==> config.mk <==
export PLATFORM = sky130hd
export DESIGN_NAME = video_scanout_1bpp
export DESIGN_NICKNAME = d
export VERILOG_FILES = /design/src/rtl/video_scanout_1bpp.sv
export SDC_FILE = /design/constraint.sdc
export NUM_CORES = 1
export LEC_CHECK = 0
export ABC_AREA = 0
export CORE_UTILIZATION = 30
export DETAILED_ROUTE_END_ITERATION = 16
export GPL_ROUTABILITY_DRIVEN = 0
export GPL_TIMING_DRIVEN = 0
export PLACE_DENSITY = 0.51
export SLEW_MARGIN = 15
export SYNTH_ARGS = -nofsm -noshare
export SYNTH_HDL_FRONTEND = slang
export SYNTH_SLANG_ARGS = --single-unit
export TNS_END_PERCENT = 5
==> constraint.sdc <==
create_clock -name clk_pixel -period 2.8 [get_ports clk_pixel]
set_clock_uncertainty 0.15 [all_clocks]
set_input_delay 0.56 -clock clk_pixel [delete_from_list [all_inputs] [get_ports clk_pixel]]
set_output_delay 0.56 -clock clk_pixel [all_outputs]
set_load 0.01 [all_outputs]
==> src/rtl/video_scanout_1bpp.sv <==
`default_nettype none
// ============================================================================
// Module   : video_scanout_1bpp
// Desc     : 1bpp framebuffer scan-out: display timing, word prefetch FIFO and
//            pixel serialiser. Define VIDEO_TEST_PATTERN_EN for a checkerboard.
// Revision : 1.0  initial release
// ============================================================================
module video_scanout_1bpp #(
  parameter int H_RES      = 1024,
  parameter int H_FP       = 24,
  parameter int H_SYNC     = 136,
  parameter int H_BP       = 160,
  parameter int V_RES      = 768,
  parameter int V_FP       = 3,
  parameter int V_SYNC     = 6,
  parameter int V_BP       = 29,
  parameter int SYNC_POL   = 0,
  parameter int FIFO_DEPTH = 4
) (
  input  logic        clk_pixel,
  input  logic        reset,
  input  logic [31:0] in_data,
  input  logic        in_valid,
`ifdef VIDEO_TEST_PATTERN_EN
  input  logic        test_pattern,
`endif
  output logic        in_ready,
  output logic        fb_sof,
  output logic        underflow,
  output logic [1:0]  vga_r,
  output logic [1:0]  vga_g,
  output logic [1:0]  vga_b,
  output logic        vga_hsync,
  output logic        vga_vsync,
  output logic        vga_blank
);

  localparam int H_TOTAL = H_RES + H_FP + H_SYNC + H_BP;
  localparam int V_TOTAL = V_RES + V_FP + V_SYNC + V_BP;
  localparam int HW_RAW  = $clog2(H_TOTAL);
  localparam int VW_RAW  = $clog2(V_TOTAL);
  // At least 6 bits so the checkerboard can always address bit 5.
  localparam int HW      = (HW_RAW < 6) ? 6 : HW_RAW;
  localparam int VW      = (VW_RAW < 6) ? 6 : VW_RAW;
  localparam int AW      = $clog2(FIFO_DEPTH);

  localparam logic [HW-1:0] C_H_ONE    = HW'(1);
  localparam logic [HW-1:0] C_H_ACT    = HW'(H_RES);
  localparam logic [HW-1:0] C_HS_BEG   = HW'(H_RES + H_FP);
  localparam logic [HW-1:0] C_HS_END   = HW'(H_RES + H_FP + H_SYNC);
  localparam logic [HW-1:0] C_H_LAST   = HW'(H_TOTAL - 1);
  localparam logic [VW-1:0] C_V_ONE    = VW'(1);
  localparam logic [VW-1:0] C_V_ACT    = VW'(V_RES);
  localparam logic [VW-1:0] C_VS_BEG   = VW'(V_RES + V_FP);
  localparam logic [VW-1:0] C_VS_END   = VW'(V_RES + V_FP + V_SYNC);
  localparam logic [VW-1:0] C_V_LAST   = VW'(V_TOTAL - 1);
  localparam logic [AW:0]   C_PTR_ONE  = (AW+1)'(1);
  localparam logic          C_SYNC_ACT = (SYNC_POL != 0);

  logic [HW-1:0] h_q, h_d;
  logic [VW-1:0] v_q, v_d;
  logic [AW:0]   wr_ptr_q, wr_ptr_d;
  logic [AW:0]   rd_ptr_q, rd_ptr_d;
  logic [31:0]   mem_q [FIFO_DEPTH];
  logic [31:0]   word_q, word_d;
  logic [1:0]    colour_q, colour_d;
  logic          blank_q, blank_d;
  logic          hsync_q, hsync_d;
  logic          vsync_q, vsync_d;
  logic          sof_q, sof_d;
  logic          under_q, under_d;

  logic          w_active;
  logic          w_pop_pt;
  logic          w_sof_now;
  logic          w_empty;
  logic          w_full;
  logic          w_push;
  logic          w_pop;
  logic          w_tp;
  logic [31:0]   w_fill_word;
  logic [31:0]   w_cur_word;
  logic          w_word_bit;
  logic          w_bit;

  assign w_active  = (h_q < C_H_ACT) && (v_q < C_V_ACT);
  assign w_pop_pt  = w_active && (h_q[4:0] == 5'd0);
  assign w_sof_now = (h_q == '0) && (v_q == C_V_LAST);

  assign w_empty = (wr_ptr_q == rd_ptr_q);
  assign w_full  = (wr_ptr_q[AW] != rd_ptr_q[AW]) &&
                   (wr_ptr_q[AW-1:0] == rd_ptr_q[AW-1:0]);

`ifdef VIDEO_TEST_PATTERN_EN
  assign w_tp = test_pattern;
`else
  assign w_tp = 1'b0;
`endif

  // The sof cycle (registered fb_sof high) flushes stale prefetch, so nothing
  // may be accepted in that same cycle.
  assign in_ready = w_tp | (~w_full & ~sof_q);
  assign w_push   = in_valid & in_ready & ~w_tp;
  assign w_pop    = w_pop_pt & ~w_empty & ~w_tp;

  // An empty FIFO at a pop point blanks the whole 32-pixel group.
  assign w_fill_word = w_empty ? 32'd0 : mem_q[rd_ptr_q[AW-1:0]];
  assign w_cur_word  = w_pop_pt ? w_fill_word : word_q;
  assign w_word_bit  = w_cur_word[h_q[4:0]];

`ifdef VIDEO_TEST_PATTERN_EN
  assign w_bit = w_tp ? (h_q[5] ^ v_q[5]) : w_word_bit;
`else
  assign w_bit = w_word_bit;
`endif

  always_comb begin
    h_d = h_q + C_H_ONE;
    v_d = v_q;
    if (h_q == C_H_LAST) begin
      h_d = '0;
      v_d = (v_q == C_V_LAST) ? '0 : (v_q + C_V_ONE);
    end
  end

  always_comb begin
    wr_ptr_d = wr_ptr_q;
    rd_ptr_d = rd_ptr_q;
    if (sof_q) begin
      wr_ptr_d = '0;
      rd_ptr_d = '0;
    end else begin
      if (w_push) wr_ptr_d = wr_ptr_q + C_PTR_ONE;
      if (w_pop)  rd_ptr_d = rd_ptr_q + C_PTR_ONE;
    end
  end

  always_comb begin
    word_d = word_q;
    if (w_pop_pt && !w_tp) word_d = w_fill_word;
  end

  always_comb begin
    colour_d = (w_active && w_bit) ? 2'b11 : 2'b00;
    blank_d  = ~w_active;
    hsync_d  = ((h_q >= C_HS_BEG) && (h_q < C_HS_END)) ? C_SYNC_ACT : ~C_SYNC_ACT;
    vsync_d  = ((v_q >= C_VS_BEG) && (v_q < C_VS_END)) ? C_SYNC_ACT : ~C_SYNC_ACT;
    sof_d    = w_sof_now;
    under_d  = under_q;
    if (w_sof_now)                       under_d = 1'b0;
    else if (w_pop_pt && w_empty && !w_tp) under_d = 1'b1;
  end

  always_ff @(posedge clk_pixel or posedge reset) begin
    if (reset) begin
      h_q      <= '0;
      v_q      <= '0;
      wr_ptr_q <= '0;
      rd_ptr_q <= '0;
      word_q   <= '0;
      colour_q <= 2'b00;
      blank_q  <= 1'b1;
      hsync_q  <= ~C_SYNC_ACT;
      vsync_q  <= ~C_SYNC_ACT;
      sof_q    <= 1'b0;
      under_q  <= 1'b0;
    end else begin
      h_q      <= h_d;
      v_q      <= v_d;
      wr_ptr_q <= wr_ptr_d;
      rd_ptr_q <= rd_ptr_d;
      word_q   <= word_d;
      colour_q <= colour_d;
      blank_q  <= blank_d;
      hsync_q  <= hsync_d;
      vsync_q  <= vsync_d;
      sof_q    <= sof_d;
      under_q  <= under_d;
    end
  end

  // Storage needs no reset: occupancy is fully defined by the pointers.
  always_ff @(posedge clk_pixel) begin
    if (w_push) mem_q[wr_ptr_q[AW-1:0]] <= in_data;
  end

  assign vga_r     = colour_q;
  assign vga_g     = colour_q;
  assign vga_b     = colour_q;
  assign vga_blank = blank_q;
  assign vga_hsync = hsync_q;
  assign vga_vsync = vsync_q;
  assign fb_sof    = sof_q;
  assign underflow = under_q;

endmodule
`default_nettype wire

# Yosys cells after proc, flatten, opt, wreduce, memory -nomap -nowiden
# Memories as Yosys holds them, arrays and structs flattened.
# Index checks and enable logic that the tools add are counted.
# totals
reg_bits,66
mem_bits_rw,128
memories,1
output_inout_bits,12
inputBits,35
word_cells,65
# memory_table
memory,words,word_bits,rd,rd_ports_with_merged_regs,write_ports,line,source
mem_q,4,32,1,0,1,64,logic [31:0] mem_q [FIFO_DEPTH];
# classes
order_cmp,7
bitwise,7
add_sub_neg,4
reduce_logical,13
mux,17
eq_ne,5
# ops
operator,n
$mux W32,2
$lt A11 B11 Y1 const B,2
$lt A10 B10 Y1 const B,2
$mux W3,4
$add A11 B1 Y11 const B,1
$eq A11 B11 Y1 const B,1
$ge A11 B11 Y1 const B,1
$logic_not A11 Y1,1
$mux W11,1
$add A10 B1 Y10 const B,1
$eq A10 B10 Y1 const B,1
$ge A10 B10 Y1 const B,1
$mux W10,1
$logic_and A1 B1 Y1,8
$mux W1,7
$add A3 B1 Y3 const B,2
$lt A5 B6 Y1 const B,1
$reduce_bool A2 Y1,3
$bmux W1 S5,1
$logic_not A5 Y1,1
$not A1 Y1,4
$and A1 B1 Y1,3
$eq A3 B3 Y1,1
$eq A2 B2 Y1,1
other kinds (2),2

# Depth between registers and ports, before layout
# Gate-level depths: netlist of run 1.
# logic_depth
ltp_word,8
depth_mapped,12
mapped_depth_nobuf,8

# Worst setup path after synthesis of run 1
# Ideal clock, no wire load.
# synth_timing
kind,register -> register
startpoint,reg h_q[0]
endpoint,reg colour_q[0] (netlist: vga_b[0])
stages_incl_launch_ff,13
setup_ps,101
slack_ps,-45
n_path_buf,4
required_time_ps,2549
arrival_time_ps,2594
period_less_slack_ps,2845
path_cell_list,dfrtp_1 clkbuf_1 inv_1 clkbuf_1 ha_1 nor3b_2 and2_1 buf_4 buf_4 nand3_1 a311oi_1 o31ai_1 nor4_1
# synth_between
elab_chain_len,8
word_cells_on_any_way,9
classes_between,order compare (1); mux (4); reduce/logical (4)
# synth_lines
element,line,source
from (decl),60,"logic [HW-1:0] h_q, h_d;"
from (signal assigned),156,h_q <= '0;
from (signal assigned),168,h_q <= h_d;
$lt A11 B11 Y1,86,assign w_active = (h_q < C_H_ACT) && (v_q < C_V_ACT);
$logic_and A1 B1 Y1,86,
$logic_and A1 B1 Y1,87,assign w_pop_pt = w_active && (h_q[4:0] == 5'd0);
$mux W32,--,
$bmux W1 S5,109,assign w_word_bit = w_cur_word[h_q[4:0]];
$mux W1 (not written as such),109,
$logic_and A1 B1 Y1 (*),144,colour_d = (w_active && w_bit) ? 2'b11 : 2'b00;
$mux W2 (*),144,
named net colour_d[0],66,"logic [1:0] colour_q, colour_d;"
to (signal assigned),173,colour_q <= colour_d;
to (decl),66,
# Mark *: on every way through the listed nets, which the timed path passes. The rest lies on a longest branch. The select of a mux whose other input is x is not followed.
# A chain may end at the register's enable or synchronous reset.

# Final worst setup path of run 1
# layout_timing
startpoint,reg h_q[1]
endpoint,reg colour_q[0] (netlist: vga_b[0])
# layout_between
elab_chain_len,8
word_cells_on_any_way,9
classes_between,order compare (1); mux (4); reduce/logical (4)
# layout_lines
element,line,source
$lt A11 B11 Y1,86,
$logic_and A1 B1 Y1,86,
$logic_and A1 B1 Y1 (*),87,
$mux W32 (*),--,
named net w_cur_word[5],82,logic [31:0] w_cur_word;
$bmux W1 S5 (*),109,
$mux W1 (not written as such) (*),109,
$logic_and A1 B1 Y1 (*),144,
$mux W2 (*),144,
named net colour_d[0],66,
# Marked as above.

==> qor.csv, run 1 <==
stage,metric,value,unit
synth,post-synthesis simple-gate area fraction,6.66,%
global_route,grt total ovfl,0,
sta,RSZ-0062 raised after global routing,yes,
sta,min cycle time layout,2.85,ns
detailed_routing,WL/cell,18.9,um
synth,Synth Area in XOR/XNOR,1.73,%
layout,Layout Cells excl Fill,943,
die,starting density of the core,30.9,%
detailed_routing,post-route ant nets,0,
die,Core Box Area,26300,um2
detailed_routing,DRC violation count after routing,3,
detailed_routing,via count,4713,
layout,Ant. Diodes,0,
place,Post-DP HPWL,12.1,mm
run_status,status,finished with violations,
synth,largest area contributor in the netlist,edfxtp_1,
critical_path,CP max FO,10,
critical_path,Crit Path Class,reg -> reg,
sta,# setup viols final,1,
sta,Least-Margin Pin Slew,0.696,ns
place,IO buf count,46,
die,total die area,27700,um2
critical_path,required time of the critical path,2.95,ns
synth,post-synth cell types,52,
synth,fraction of registers with async set/reset,33.7,%
synth,Post-Syn Area per Cell,15.6,um2
sta,Hold Fails Final Rpt,0,
die,Die Y,167,um
critical_path,r2r endpoint,vga_b[0]$_DFF_PP0_,
synth,Synth Instances,520,
synth,YS warnings,0,
clock_network,"Reg clk slew, reported paths",0.07,ns
worst_hold_path,Hold Crit Class,in -> async,
synth,synthesized area,8120,um2
detailed_routing,DR pass1 iterations,10,
synth,syn_nets,565,
clock_network,H-tree depth,4,
clock_network,clk root buf,clkbuf_16,
die,die width,167,um
sta,Fmax,351,MHz
synth,largest family of logic cells by synthesized area,compound AO/OA/AOI/OAI gates,
synth,Compound-Gate Fraction of Synth Area,9.88,%
synth,number of synthesized flops with an enable pin,128,
synth,dominant cells by area after synthesis,"edfxtp_1 47%, dfrtp_1 19%, mux4_2 9.2%",
power,Max rail drop VDD,0.000334,V
detailed_routing,DRT iter0 DRCs,231,
clock_network,CTS sink cnt,193,
place,placed cell count,906,
die,num rows,59,
layout,Area Growth Syn to Fin,21.9,%
global_route,initial antenna violation count,0,
sta,Hold WS,0.303,ns
power,pwr/cell area,853,nW/um2
critical_path,r2r startpoint,h_q[1]$_DFF_PP0_,
critical_path,cells on worst reg2reg path,11,
global_route,gr usage total,13.5,%
sta,"Slew Viols, Final",0,
critical_path,Startpoint Class,register,
synth,mux cell area share after synthesis,9.67,%
layout,fraction of layout cells with a size suffix above 1,22.2,%
synth,Adder-Cell Fraction of Synth Area,1.54,%
die,# IOs,47,
sta,setup_tns,-0.0463,ns
sta,Final Worst Setup Slack,-0.0463,ns
global_route,global-route wire length before repair,28.4,mm
power,Leak Pwr,3.56,nW
job,max_cap viols,0,
clock_network,clock buffer depth,2,
critical_path,Critical Path End Type,register,
power,Design Power,8.44,mW
synth,synthesis-stage register bit count,193,
critical_path,"reg-to-reg slack, setup",-0.05,ns
layout,post-layout net count,640,
synth,Post-synth top flop,edfxtp_1,
clock_network,Inserted Clock Buffers,17,
global_route,vias in the first global route,4922,
detailed_routing,Via density,5.00,
sta,Slew HR,53.6,%
synth,top-count cell post-synth,edfxtp_1,
synth,top post-synthesis cells by count,"128 x edfxtp_1, 62 x dfrtp_1, 33 x mux4_2",
clock_network,Clock Latency Late Sink,0.43,ns
global_route,largest net degree at the start of global routing,41,
detailed_routing,Post-Route WL,17.9,mm
clock_network,hold buffer count at cts,0,
critical_path,"Arr. time, crit path",3.00,ns
sta,crit share post-route,102,%
clock_network,CTS tree,yes,
synth,sequential fraction of the synthesis area,67.4,%
layout,final core occ,37.7,%
run_status,failing checks,"DRC, setup timing",
synth,top cell type's share of synthesized area,47.3,%
-- cell type report --
class / count / area [um2]
Inverter: 15 / 63.8
Clock inverter: 15 / 159
Clock buffer: 17 / 425
Buffer: 36 / 246
Sequential cell: 193 / 5480
Multi-Input combinational cell: 275 / 2510
Fill cell: 2474 / 16400
Timing Repair Buffer: 57 / 604
Tap cell: 335 / 419
-- report_power, final --
part	switching (mW)	leakage [nW]	total [mW]	internal, mW
logic	1.19	1.30	2.19	0.999
clock network	1.08	0.277	2.40	1.33
registers	0.169	1.98	3.85	3.68
total	2.43	3.56	8.44	6.01
-- worst max-delay path, cell delays in order (launching register included) --
cell and delay, ns:
dfrtp_1 0.40, clkbuf_8 0.18, clkinv_4 0.10, ha_1 0.14, nor3b_4 0.26, buf_4 0.18
buf_4 0.10, a21boi_0 0.06, a31o_2 0.25, mux4_2 0.51, a211oi_4 0.29, nor4_4 0.08
-- kinds of logic (layout without fill, tap and decap cells) --
logic type | count (synthesis) | in the layout
multiplexers | 37 | 37
XOR/XNOR | 16 | 16
AND/OR/NAND/NOR | 106 | 106
buffers and inverters | 52 | 140
flip-flops | 193 | 193
adder cells (fa/ha/maj) | 10 | 10
AO/OA/AOI/OAI | 106 | 106
-- flip-flops by register name (all words and copies together), names as in the netlist --
signal,flops
vga_hsync,1
underflow,1
h_q,11
v_q,10
vga_b,1
word_q,32
fb_sof,1
vga_blank,1
rd_ptr_q,3
vga_vsync,1
mem_q,128
wr_ptr_q,3
-- metrics by stage --
| stage | setup slack (ns) | area, um2 |
|---|---|---|
| final | -0.0463 | 9900 |
| after global routing | -0.128 | 9900 |
| after CTS | -0.0345 | 9830 |
| after detailed placement | -1.05 | 9110 |
| after global placement | -1.04 | 9000 |
| after floorplan | 0.0345 | 8120 |
-- timing repair --
item / in CTS / in global routing
endpoints found under the setup margin: 32 / 30
pin swaps: 4 / 4
gates resized for setup: 29 / 21
endpoints found under the hold margin: 0 / 0
setup buffers: 5 / 1
-- layout by cell type (no fill, tap or decap), drive strengths merged, types with 18 or more instances in the layout --
master           n
inv             18
mux4            33
clkbuf          38
nand2           30
edfxtp         128
buf             26
nor2            23
clkdlybuf4s50   45
a21boi          24
dfrtp           62
a311oi          20
-- routing by layer --
layer / routed length (um) / vias to the layer above / GRT usage, %
li1: - / 2165 / -
met1: 8100 / 2428 / 17.8
met2: 8840 / 103 / 22.5
met3: 641 / 17 / 2.59
met4: 284 / 0 / 4.67
met5: 0 / - / 0
-- how the worst max path moves through the flow --
stage	endpoint	depth (start not counted)	start	slack, ns
finish	vga_b[0]$_DFF_PP0_	11	h_q[1]$_DFF_PP0_	-0.05
floorplan	vga_b[0]$_DFF_PP0_	10	h_q[1]$_DFF_PP0_	0.03
global placement	vga_b[0]$_DFF_PP0_	12	h_q[0]$_DFF_PP0_	-1.04
global route	vga_b[0]$_DFF_PP0_	11	h_q[1]$_DFF_PP0_	-0.13
detailed placement	vga_b[0]$_DFF_PP0_	12	h_q[0]$_DFF_PP0_	-1.05
CTS	vga_b[0]$_DFF_PP0_	11	h_q[1]$_DFF_PP0_	-0.03
Note: power is estimated with default switching activity, not from simulation.
==> run 2: changes to the inputs <==
Settings changed: MAX_ROUTING_LAYER set to met4.
==> qor.csv, run 2 (synthesis gave the netlist of run 1 again) <==
stage,metric,value,unit,change
power,Internal,6.01,mW,about the same
power,Clk pwr share,28.5,%,about the same
detailed_routing,DRC violation count after routing,3,,unchanged
run_status,failing checks,"DRC, setup timing",,
detailed_routing,Post-Route WL,17.9,mm,about the same
sta,Final Worst Setup Slack,-0.0557,ns,-0.00940 ns
global_route,gr usage total,14.0,%,+0.43 points
die,num rows,59,,unchanged
die,Core Box Area,26300,um2,unchanged
power,pwr/cell area,853,nW/um2,about the same
die,# IOs,47,,unchanged
detailed_routing,Via density,4.97,,-0.51%
power,Flop pwr share,45.7,%,about the same
critical_path,"Arr. time, crit path",3.01,ns,about the same
sta,RSZ-0062 raised after global routing,yes,,
sta,crit share post-route,102,%,+0.34 points
run_status,status,finished with violations,,
global_route,grt total ovfl,0,,unchanged
critical_path,Critical Path End Type,register,,
sta,"Slew Viols, Final",0,,unchanged
sta,Least-Margin Pin Slew,0.687,ns,-0.00860 ns
sta,# setup viols final,1,,unchanged
die,Die Y,167,um,unchanged
power,Max rail drop VDD,0.000333,V,-0.47%
clock_network,clk root buf,clkbuf_16,,
global_route,global-route wire length before repair,28.4,mm,about the same
critical_path,worst path cell trace,"clkbuf_8, clkinv_4, ha_1, nor3b_4, buf_4, buf_4, a21boi_0, a31o_2, mux4_2, a211oi_4, nor4_4",,
place,IO buf count,46,,unchanged
critical_path,CP max stage delay,0.51,ns,about the same
clock_network,Clock Latency Late Sink,0.43,ns,about the same
detailed_routing,DR pass1 iterations,10,,unchanged
layout,Area Growth Syn to Fin,21.9,%,unchanged
layout,post-layout net count,640,,unchanged
critical_path,Top delay family on crit path,compound AO/OA/AOI/OAI gates,,
die,starting density of the core,30.9,%,unchanged
clock_network,"Reg clk slew, reported paths",0.07,ns,about the same
clock_network,hold buffer count at cts,0,,unchanged
global_route,largest net degree at the start of global routing,41,,unchanged
critical_path,CP max FO,10,,unchanged
place,pre-CTS setup slack,-1.05,ns,unchanged
sta,Fmax,350,MHz,-0.33%
die,die width,167,um,unchanged
critical_path,required time of the critical path,2.95,ns,about the same
power,Sw Ratio,28.8,%,about the same
place,Post-DP HPWL,12.1,mm,unchanged
clock_network,Inserted Clock Buffers,17,,unchanged
power,Design Power,8.44,mW,about the same
critical_path,"Slowest-stage cell, CP",mux4_2,,
detailed_routing,WL/cell,18.9,um,about the same
critical_path,r2r startpoint,h_q[1]$_DFF_PP0_,,
clock_network,clock buffer depth,2,,unchanged
layout,Largest register FFs,128,,unchanged
worst_hold_path,Hold Crit Class,in -> async,,
detailed_routing,DRT iter0 DRCs,247,,+6.9%
clock_network,H-tree depth,4,,unchanged
layout,fraction of layout cells with a size suffix above 1,22.2,%,unchanged
critical_path,number of buffers and inverters on the critical path,4,,unchanged
critical_path,Startpoint Class,register,,
detailed_routing,via count,4689,,-0.51%
layout,Ant. Diodes,0,,unchanged
sta,Hold Fails Final Rpt,0,,unchanged
global_route,initial antenna violation count,0,,unchanged
sta,Slew HR,54.2,%,+0.57 points
layout,most frequent cells in the layout,"128 x edfxtp_1, 61 x dfrtp_1, 45 x clkdlybuf4s50_1",,
sta,min cycle time layout,2.86,ns,+0.00940 ns
clock_network,CTS sink cnt,193,,unchanged
die,total die area,27700,um2,unchanged
critical_path,Worst Setup SP,h_q[1]$_DFF_PP0_,,
sta,Hold WS,0.308,ns,+0.00473 ns
power,combinational share of power,25.9,%,about the same
power,Leak Pwr,3.56,nW,unchanged
job,max_cap viols,0,,unchanged
critical_path,most frequent CP cell,buf_4,,
clock_network,CTS tree,yes,,
layout,"most common cell after layout, fill and taps aside",edfxtp_1,,
detailed_routing,post-route ant nets,0,,unchanged
critical_path,Crit Path Class,reg -> reg,,
global_route,vias in the first global route,4920,,-0.041%
power,Net Switching,2.43,mW,about the same
## run 2: cell counts in the layout (fill, tap and decap cells not counted)
No cell type changed its count.
## run 2: cell type report
cell class,count,area [um2]
fill,2474,16400
sequential,193,5480
buffer,36,246
tap,335,419
clock inverter,15,159
inverter,15,63.8
timing repair buffer,57,604
multi-input combinational,275,2510
clock buffer,17,425
## run 2: per-layer routing
layer	up-vias	wire length, um	share of wire, %	track usage (%)
li1	2172	-	-	-
met1	2417	8340	47	17.7
met2	81	8760	49	22.5
met3	19	438	2.5	2.61
met4	0	317	1.8	4.79
met5	-	0	0	-
## run 2: worst reg2reg max path, delay by kind of cell (launching register included)
family | cells | cell delay, ns
adders and majority gates | 1 | 0.14
and+or+nand+nor | 2 | 0.35
AOI/OAI and AO/OA | 3 | 0.60
DFF | 1 | 0.40
buffers and inverters | 4 | 0.57
muxes | 1 | 0.51
## run 2: power by group through the flow
stage               clock network [mW]  registers (mW)  logic [mW]
CTS                               2.47            3.86        2.22
floorplan                            0            3.87        1.40
detailed placement                   0            3.92        2.19
global placement                     0            3.91        2.06
finish                            2.40            3.85        2.18
global route                      2.57            3.91        2.39
## run 2: worst paths after layout
check	endpoint	slack (ns)	cells past startpoint
max	vga_b[0]$_DFF_PP0_	-0.06	11
min	v_q[9]$_DFFE_PP0N_	0.31	2
max reg2reg	vga_b[0]$_DFF_PP0_	-0.06	11
min reg2reg	word_q[23]$_DFF_PP0_	0.33	2
max in group asynchronous	h_q[0]$_DFF_PP0_	1.64	3
min in group clk_pixel	word_q[23]$_DFF_PP0_	0.33	2
## run 2: repair_timing
action	4_1_cts	5_1_grt
setup endpoints to repair	32	30
resized for setup	29	21
buffers inserted	5	1
pin swaps	4	4
## run 2: stage by stage
stage / setup TNS (ns) / cell area, um2 / utilization [%] / instances
2_1_floorplan: 0 / 8120 / - / 520
3_5_place_dp: -15.46 / 9110 / 34.7 / 906
5_1_grt: -1.90 / 9900 / 37.7 / 943
6_report: -0.0557 / 9900 / 37.7 / 943
3_3_place_gp: -126.03 / 9000 / 34.3 / 901
4_1_cts: -0.0345 / 9830 / 37.4 / 942
